## config.mk

```make
export PLATFORM = sky130hd
export DESIGN_NAME = pipe_controller
export DESIGN_NICKNAME = d
export VERILOG_FILES = /design/src/rtl/pipe_controller.sv
export SDC_FILE = /design/constraint.sdc
export NUM_CORES = 1
export LEC_CHECK = 0
export CAP_MARGIN = 10
export CORE_ASPECT_RATIO = 1.75
export CORE_MARGIN = 2
export CORE_UTILIZATION = 49
export DETAILED_ROUTE_END_ITERATION = 8
export PLACE_DENSITY = 0.81
export RECOVER_POWER = 100
export SYNTH_ARGS = -nofsm -noshare
export SYNTH_HDL_FRONTEND = slang
export SYNTH_SLANG_ARGS = --single-unit
```

## constraint.sdc

```tcl
create_clock -name clk -period 4.93 [get_ports clk]
set_input_delay 1.2325 -clock clk [delete_from_list [all_inputs] [get_ports clk]]
set_output_delay 1.2325 -clock clk [all_outputs]
set_load 0.005 [all_outputs]
```

## src/rtl/pipe_controller.sv

```systemverilog
// pipe_controller: ID-stage decode, EX control register, hazard/forward unit
// and syscall halt FSM for a 5-stage MIPS-style pipeline.
//
// Ports
//   clk, rst_n                    clock, async active-low reset
//   id_valid, op, funct,
//   rs, rt, rd                    instruction currently in ID
//   ex_branch_taken               branch in EX resolved taken (kills ID)
//   resume                        releases HALT
//   stall / flush                 hold PC+IF/ID / kill IF/ID (combinational)
//   ex_*                          registered EX control bundle
//   ex_fwd_a/b                    operand forward selects (01 EX/MEM, 10 MEM/WB)
//   halted                        core halted after a syscall drained
module pipe_controller #(
  parameter int REG_AW     = 5,
  parameter int ALUOP_W    = 4,
  parameter int FORWARD_EN = 1
) (
  input  logic               clk,
  input  logic               rst_n,
  input  logic               id_valid,
  input  logic [5:0]         op,
  input  logic [5:0]         funct,
  input  logic [REG_AW-1:0]  rs,
  input  logic [REG_AW-1:0]  rt,
  input  logic [REG_AW-1:0]  rd,
  input  logic               ex_branch_taken,
  input  logic               resume,
  output logic               stall,
  output logic               flush,
  output logic               ex_valid,
  output logic [ALUOP_W-1:0] ex_aluop,
  output logic               ex_reg_we,
  output logic               ex_mem_we,
  output logic               ex_mem_to_reg,
  output logic               ex_alu_src,
  output logic               ex_shift,
  output logic               ex_shift_var,
  output logic               ex_usign,
  output logic               ex_load_imm,
  output logic               ex_store_half,
  output logic               ex_jal,
  output logic               ex_branch,
  output logic               ex_equ,
  output logic [REG_AW-1:0]  ex_wdst,
  output logic [1:0]         ex_fwd_a,
  output logic [1:0]         ex_fwd_b,
  output logic               halted
);
  localparam logic [5:0] OP_R = 6'h00, OP_J = 6'h02, OP_JAL = 6'h03, OP_BEQ = 6'h04,
    OP_BNE = 6'h05, OP_ADDIU = 6'h09, OP_SLTI = 6'h0a, OP_ANDI = 6'h0c, OP_ORI = 6'h0d,
    OP_LUI = 6'h0f, OP_LW = 6'h23, OP_SH = 6'h29, OP_SW = 6'h2b;
  localparam logic [5:0] F_SLL = 6'h00, F_SRL = 6'h02, F_SRA = 6'h03, F_SLLV = 6'h04,
    F_SRAV = 6'h07, F_JR = 6'h08, F_SYSCALL = 6'h0c, F_ADDU = 6'h21, F_SUB = 6'h22,
    F_AND = 6'h24, F_OR = 6'h25, F_NOR = 6'h27, F_SLT = 6'h2a, F_SLTU = 6'h2b;

  typedef struct packed {
    logic [ALUOP_W-1:0] aluop;
    logic reg_we, mem_we, mem_to_reg, alu_src, shift, shift_var;
    logic usign, load_imm, store_half, jal, branch, equ;
    logic [REG_AW-1:0] wdst;
  } ctrl_t;

  typedef enum logic [1:0] {RUN, DRAIN, HALT} state_t;

  ctrl_t dec, ex_q;
  logic [3:0] alu4;
  logic is_r, is_jr, is_syscall, is_jump, uses_rs, uses_rt;
  logic rs_used, rt_used, ex_hit_rs, ex_hit_rt, mem_hit_rs, mem_hit_rt;
  logic load_use, raw, haz, issue;
  logic [1:0] fwd_a_d, fwd_b_d;
  state_t state;
  logic drain_cnt;
  logic ex_valid_q, mem_valid, mem_reg_we, mem_to_reg;
  logic [REG_AW-1:0] mem_wdst;

  // ---------------- decode ----------------
  always_comb begin
    dec        = '0;
    alu4       = 4'b0101;  // add is the default (add/addu/addi/addiu/lw/sw/j/jal/jr/syscall)
    is_r       = (op == OP_R);
    is_jr      = is_r && (funct == F_JR);
    is_syscall = is_r && (funct == F_SYSCALL);
    if (is_r) begin
      case (funct)
        F_SLL, F_SLLV: alu4 = 4'b0000;
        F_SRA, F_SRAV: alu4 = 4'b0001;
        F_SRL:         alu4 = 4'b0010;
        F_SUB:         alu4 = 4'b0110;
        F_AND:         alu4 = 4'b0111;
        F_OR:          alu4 = 4'b1000;
        F_NOR:         alu4 = 4'b1010;
        F_SLT:         alu4 = 4'b1011;
        F_SLTU:        alu4 = 4'b1100;
        default:       alu4 = 4'b0101;
      endcase
    end else begin
      case (op)
        OP_ANDI: alu4 = 4'b0111;
        OP_ORI:  alu4 = 4'b1000;
        OP_SLTI: alu4 = 4'b1011;
        default: alu4 = 4'b0101;
      endcase
    end
    dec.aluop      = ALUOP_W'(alu4);
    dec.reg_we     = !(op == OP_SW || op == OP_SH || op == OP_BEQ || op == OP_BNE ||
                       op == OP_J || is_jr || is_syscall);
    dec.mem_we     = (op == OP_SW) || (op == OP_SH);
    dec.mem_to_reg = (op == OP_LW);
    dec.store_half = (op == OP_SH);
    dec.branch     = (op == OP_BEQ) || (op == OP_BNE);
    dec.equ        = (op == OP_BEQ);
    dec.jal        = (op == OP_JAL);
    dec.load_imm   = (op == OP_LUI);
    dec.alu_src    = !is_r && !dec.branch && (op != OP_J) && (op != OP_JAL);
    dec.shift      = is_r && (funct == F_SLL || funct == F_SRL || funct == F_SRA ||
                              funct == F_SLLV || funct == F_SRAV);
    dec.shift_var  = is_r && (funct == F_SLLV || funct == F_SRAV);
    dec.usign      = (is_r && (funct == F_ADDU || funct == F_SLTU)) || (op == OP_ADDIU);
    dec.wdst       = is_r ? rd : (op == OP_JAL) ? REG_AW'(31) : rt;
    // Immediate shifts use shamt, not rs.
    uses_rs = !(op == OP_J || op == OP_JAL || op == OP_LUI || is_syscall ||
                (is_r && (funct == F_SLL || funct == F_SRL || funct == F_SRA)));
    uses_rt = is_r || dec.mem_we || dec.branch;
    is_jump = id_valid && (op == OP_J || op == OP_JAL || is_jr);
  end

  // ---------------- hazards / forwarding ----------------
  always_comb begin
    rs_used    = id_valid && uses_rs && (rs != '0);
    rt_used    = id_valid && uses_rt && (rt != '0);
    ex_hit_rs  = ex_valid_q && ex_q.reg_we && (ex_q.wdst == rs);
    ex_hit_rt  = ex_valid_q && ex_q.reg_we && (ex_q.wdst == rt);
    mem_hit_rs = mem_valid && mem_reg_we && (mem_wdst == rs);
    mem_hit_rt = mem_valid && mem_reg_we && (mem_wdst == rt);
    load_use   = ex_valid_q && ex_q.mem_to_reg &&
                 ((rs_used && ex_q.wdst == rs) || (rt_used && ex_q.wdst == rt));
    raw        = (rs_used && (ex_hit_rs || mem_hit_rs)) || (rt_used && (ex_hit_rt || mem_hit_rt));
    haz        = (FORWARD_EN != 0) ? load_use : raw;
    // A taken branch kills ID, so nothing in ID can be worth waiting for.
    stall      = !ex_branch_taken && (haz || state != RUN);
    // A stalled jump stays in IF/ID; flushing would kill the jump itself.
    flush      = ex_branch_taken || (is_jump && !stall);
    issue      = id_valid && !stall && !ex_branch_taken;
    fwd_a_d    = 2'b00;
    fwd_b_d    = 2'b00;
    if (FORWARD_EN != 0) begin
      if (rs_used) fwd_a_d = ex_hit_rs ? 2'b01 : mem_hit_rs ? 2'b10 : 2'b00;
      if (rt_used) fwd_b_d = ex_hit_rt ? 2'b01 : mem_hit_rt ? 2'b10 : 2'b00;
    end
  end

  // ---------------- EX/MEM registers + halt FSM ----------------
  always_ff @(posedge clk or negedge rst_n) begin
    if (!rst_n) begin
      ex_q       <= '0;
      ex_valid_q <= 1'b0;
      ex_fwd_a   <= 2'b00;
      ex_fwd_b   <= 2'b00;
      mem_valid  <= 1'b0;
      mem_reg_we <= 1'b0;
      mem_wdst   <= '0;
      mem_to_reg <= 1'b0;
      state      <= RUN;
      drain_cnt  <= 1'b0;
      halted     <= 1'b0;
    end else begin
      mem_valid  <= ex_valid_q;
      mem_reg_we <= ex_q.reg_we;
      mem_wdst   <= ex_q.wdst;
      mem_to_reg <= ex_q.mem_to_reg;
      if (issue) begin
        ex_q       <= dec;
        ex_valid_q <= 1'b1;
        ex_fwd_a   <= fwd_a_d;
        ex_fwd_b   <= fwd_b_d;
      end else begin
        // Whole bundle cleared so a bubble never looks like a load or writer.
        ex_q       <= '0;
        ex_valid_q <= 1'b0;
        ex_fwd_a   <= 2'b00;
        ex_fwd_b   <= 2'b00;
      end
      case (state)
        RUN: if (issue && is_syscall) begin
          state     <= DRAIN;
          drain_cnt <= 1'b0;
        end
        DRAIN: if (drain_cnt) begin
          state  <= HALT;
          halted <= 1'b1;
        end else begin
          drain_cnt <= 1'b1;
        end
        HALT: if (resume) begin
          state  <= RUN;
          halted <= 1'b0;
        end
        default: state <= RUN;
      endcase
    end
  end

  // MEM-stage load flag is carried for the datapath's benefit only.
  logic unused_mem_to_reg;
  assign unused_mem_to_reg = mem_to_reg;

  assign ex_valid      = ex_valid_q;
  assign ex_aluop      = ex_q.aluop;
  assign ex_reg_we     = ex_q.reg_we;
  assign ex_mem_we     = ex_q.mem_we;
  assign ex_mem_to_reg = ex_q.mem_to_reg;
  assign ex_alu_src    = ex_q.alu_src;
  assign ex_shift      = ex_q.shift;
  assign ex_shift_var  = ex_q.shift_var;
  assign ex_usign      = ex_q.usign;
  assign ex_load_imm   = ex_q.load_imm;
  assign ex_store_half = ex_q.store_half;
  assign ex_jal        = ex_q.jal;
  assign ex_branch     = ex_q.branch;
  assign ex_equ        = ex_q.equ;
  assign ex_wdst       = ex_q.wdst;
endmodule
```

==> impl_results.md <==
* Post-synth top flop: dfrtp_1
* Worst vdd ir at 194.9 µV
* Tcrit/Tclk final at 93.36%
* Critical path class: primary input to primary output
* Top cells by area, synth: dfrtp_1, xnor2_1, xor2_1
* Die area at 5249 µm²
* Area post-placement at 3027 µm²
* Sink Count at 37
* Grt met1 use at 23.96%
* Cell Count, Final, Fillers Out at 364
* Status: finished, violations left
* Detailed Routing Iterations Pass 1 at 4
* Final-stage net count at 344
* Detail Route Antenna Nets at 0
* Post-synthesis cell area at 2286 µm²
* Mapped Cells at 236
* Chip Width at 55.63 µm
* Startpoint types: primary input
* Placed Cells at 355
* Fraction of layout cells with a size suffix above 1 at 13.42%
* First-pass GRT wire length at 9.818 mm
* Most common cell in the synthesized netlist: dfrtp_1
* Crit path max fanout at 15
* Starting Density at 51.44%
* Failing checks: capacitance limit, slew limit
* Mapped Nets at 268
* Max Cap Viol at 2
* Slew headroom at -28.96%
* Final setup viols at 0
* Total routed wirelength at 5.981 mm
* Syn avg cell area at 9.686 µm²
* CTS max path bufs at 2
* Vias at 2130
* CP required at 3.70 ns
* GR Layer Usage met3 at 2.603%
* Share of the synthesized area in the top cell type at 40.50%
* Min Hold Slack at 0.4699 ns
* Final setup TNS at 0 ns
* HP Class: register to register
* Min Tclk post-route at 4.603 ns
* DP Wirelength at 4.687 mm
* Commonest cells post-synth: dfrtp_1, nor2_1, nand2_1, xnor2_1, xor2_1
* Number of global-route vias before repair at 2149
* Ys async rst share at 100.0%
* Total GRT Usage at 23.94%
* Worst R2R Setup Slack at 1.83 ns
* Routability cong. at 0.8516
* Port Buffers at 60
* CP Capture Type: primary output
* ANT cells at 0
* Post-synthesis sequential area ratio at 40.50%
* Area Overhead vs Synth at 34.76%
* CP arrival at 3.37 ns
* Max-slew violations at 65
* Post-route cell area at 3080 µm²
* Largest net degree at the start of global routing at 38
* Gr busiest metal: met2
* Post-synth EDFFs at 0
* CTS tree: yes
* Skew-Pair Late Insertion Delay at 0.28 ns
* Met2 global-route usage at 45.44%
* WL per Instance at 16.43 µm
* Worst slew pin tran at 1.934 ns
* Synth area leader: dfrtp_1
* Flops & latches, synth at 37
* Power Total at 715.4 µW
* Clock Skew at 0.002032 ns
* Detailed Route Iter0 Violations at 56
* Clock Pin Slew Worst Setup and Hold Paths at 0.07 ns
* Endpoints failing hold at 0
* Initial antenna violation count at 0
* Chip height at 94.36 µm
* Drt drc at 0
* Cells on worst reg2reg path at 7
* Global route overflow at 0
* Number of CTS-inserted buffers at 5
* Yosys cell types at 51
* Worst hold path depth at 0
* FILL cells at 368
* IO Count at 61
* Unrepaired setup endpoints after global routing: false
* Core outline area at 4444 µm²
* Hold_buf cts at 0
* Ys Warns at 0
* H-tree Lvls at 2
* Root Buffer: clkbuf_8
* Static Leakage at 0.001371 µW
* Via density at 5.852
* P per Cell Area at 232.2 nW/µm²
* Fmax at 217.3 MHz
* Row count at 32
report_power, final:
part           switching (µW)  internal (µW)  total [µW]
clock                     106            164         271
sequential               6.60            310         317
combinational            62.4           65.3         128
through the flow:
step | setup WS (ns) | utilization, %
floorplan | 0.5630 | -
global placement | 0.05493 | 68.10
detailed placement | 0.02688 | 68.10
CTS | 0.01978 | 70.81
global route | 0.1623 | 69.31
finish | 0.3272 | 69.31
layer usage:
| layer | share of wire [%] | vias to the layer above | wire length, µm |
|---|---|---|---|
| met5 | 0 | - | 0 |
| met4 | 4.9 | 0 | 292 |
| met3 | 3.6 | 20 | 213 |
| met2 | 56 | 74 | 3366 |
| met1 | 35 | 1027 | 2107 |
| li1 | - | 1009 | - |
kinds of logic (layout without fill, tap and decap cells):
kind of cell	after synthesis	after routing	synth area share, %
XOR/XNOR	24	24	9.195
multiplexers	2	2	0.9305
AND/OR/NAND/NOR	109	109	29.83
flip-flops	37	37	40.50
AO/OA/AOI/OAI	46	46	14.83
buffers and inverters	18	95	4.707
area by class of cell:
class	instances	area [µm²]	area share (%)
clock inverter	2	37.54	1.219
multi-input combinational	181	1187	38.55
timing repair buffer	84	772.0	25.06
inverter	3	11.26	0.3656
sequential	37	925.9	30.06
clock buffer	6	82.58	2.681
tap	51	63.81	2.071
repair_timing:
item / CTS / global route
setup buffers: 0 / 1
gates resized for setup: 0 / 2
setup endpoints to repair: 0 / 2
path summary, 6_finish.rpt:
check / from / to
hold reg to reg: ex_wdst[2] / mem_wdst[2]
min in group asynchronous: rst_n / ex_usign
hold / removal: ex_wdst[2] / mem_wdst[2]
setup / recovery: op[0] / stall
max in group asynchronous: rst_n / ex_fwd_b[0]
setup reg to reg: ex_wdst[4] / ex_shift
critical path: stages:
cell	delay, ns
clkdlybuf4s50_1	0.42
clkbuf_2	0.25
and3_1	0.21
o211a_1	0.21
a311oi_1	0.40
a2bb2o_4	0.19
a31o_1	0.17
nor2b_1	0.15
dlymetal6s2s_1	0.14
layout by cell type (no fill, tap or decap), types with 2 or more instances in the layout:
master,count
o21ai_0,9
nand4_1,6
dlymetal6s2s_1,2
o22ai_1,6
dfrtp_1,37
nor3_4,5
nor4_1,5
o21ai_1,2
xor2_1,12
a2bb2oi_1,5
nor2b_1,9
nand3b_1,3
dlygate4sd3_1,29
nand3_1,8
clkdlybuf4s50_1,29
or3_1,3
o2111ai_1,2
buf_4,20
clkbuf_8,6
a21oi_1,7
nand2_1,18
inv_1,3
nor3_2,2
clkbuf_1,3
nor2_1,22
nand2b_1,4
xnor2_1,12
or4_1,2
nor3_1,16
Note: power is estimated with default switching activity, not from simulation.
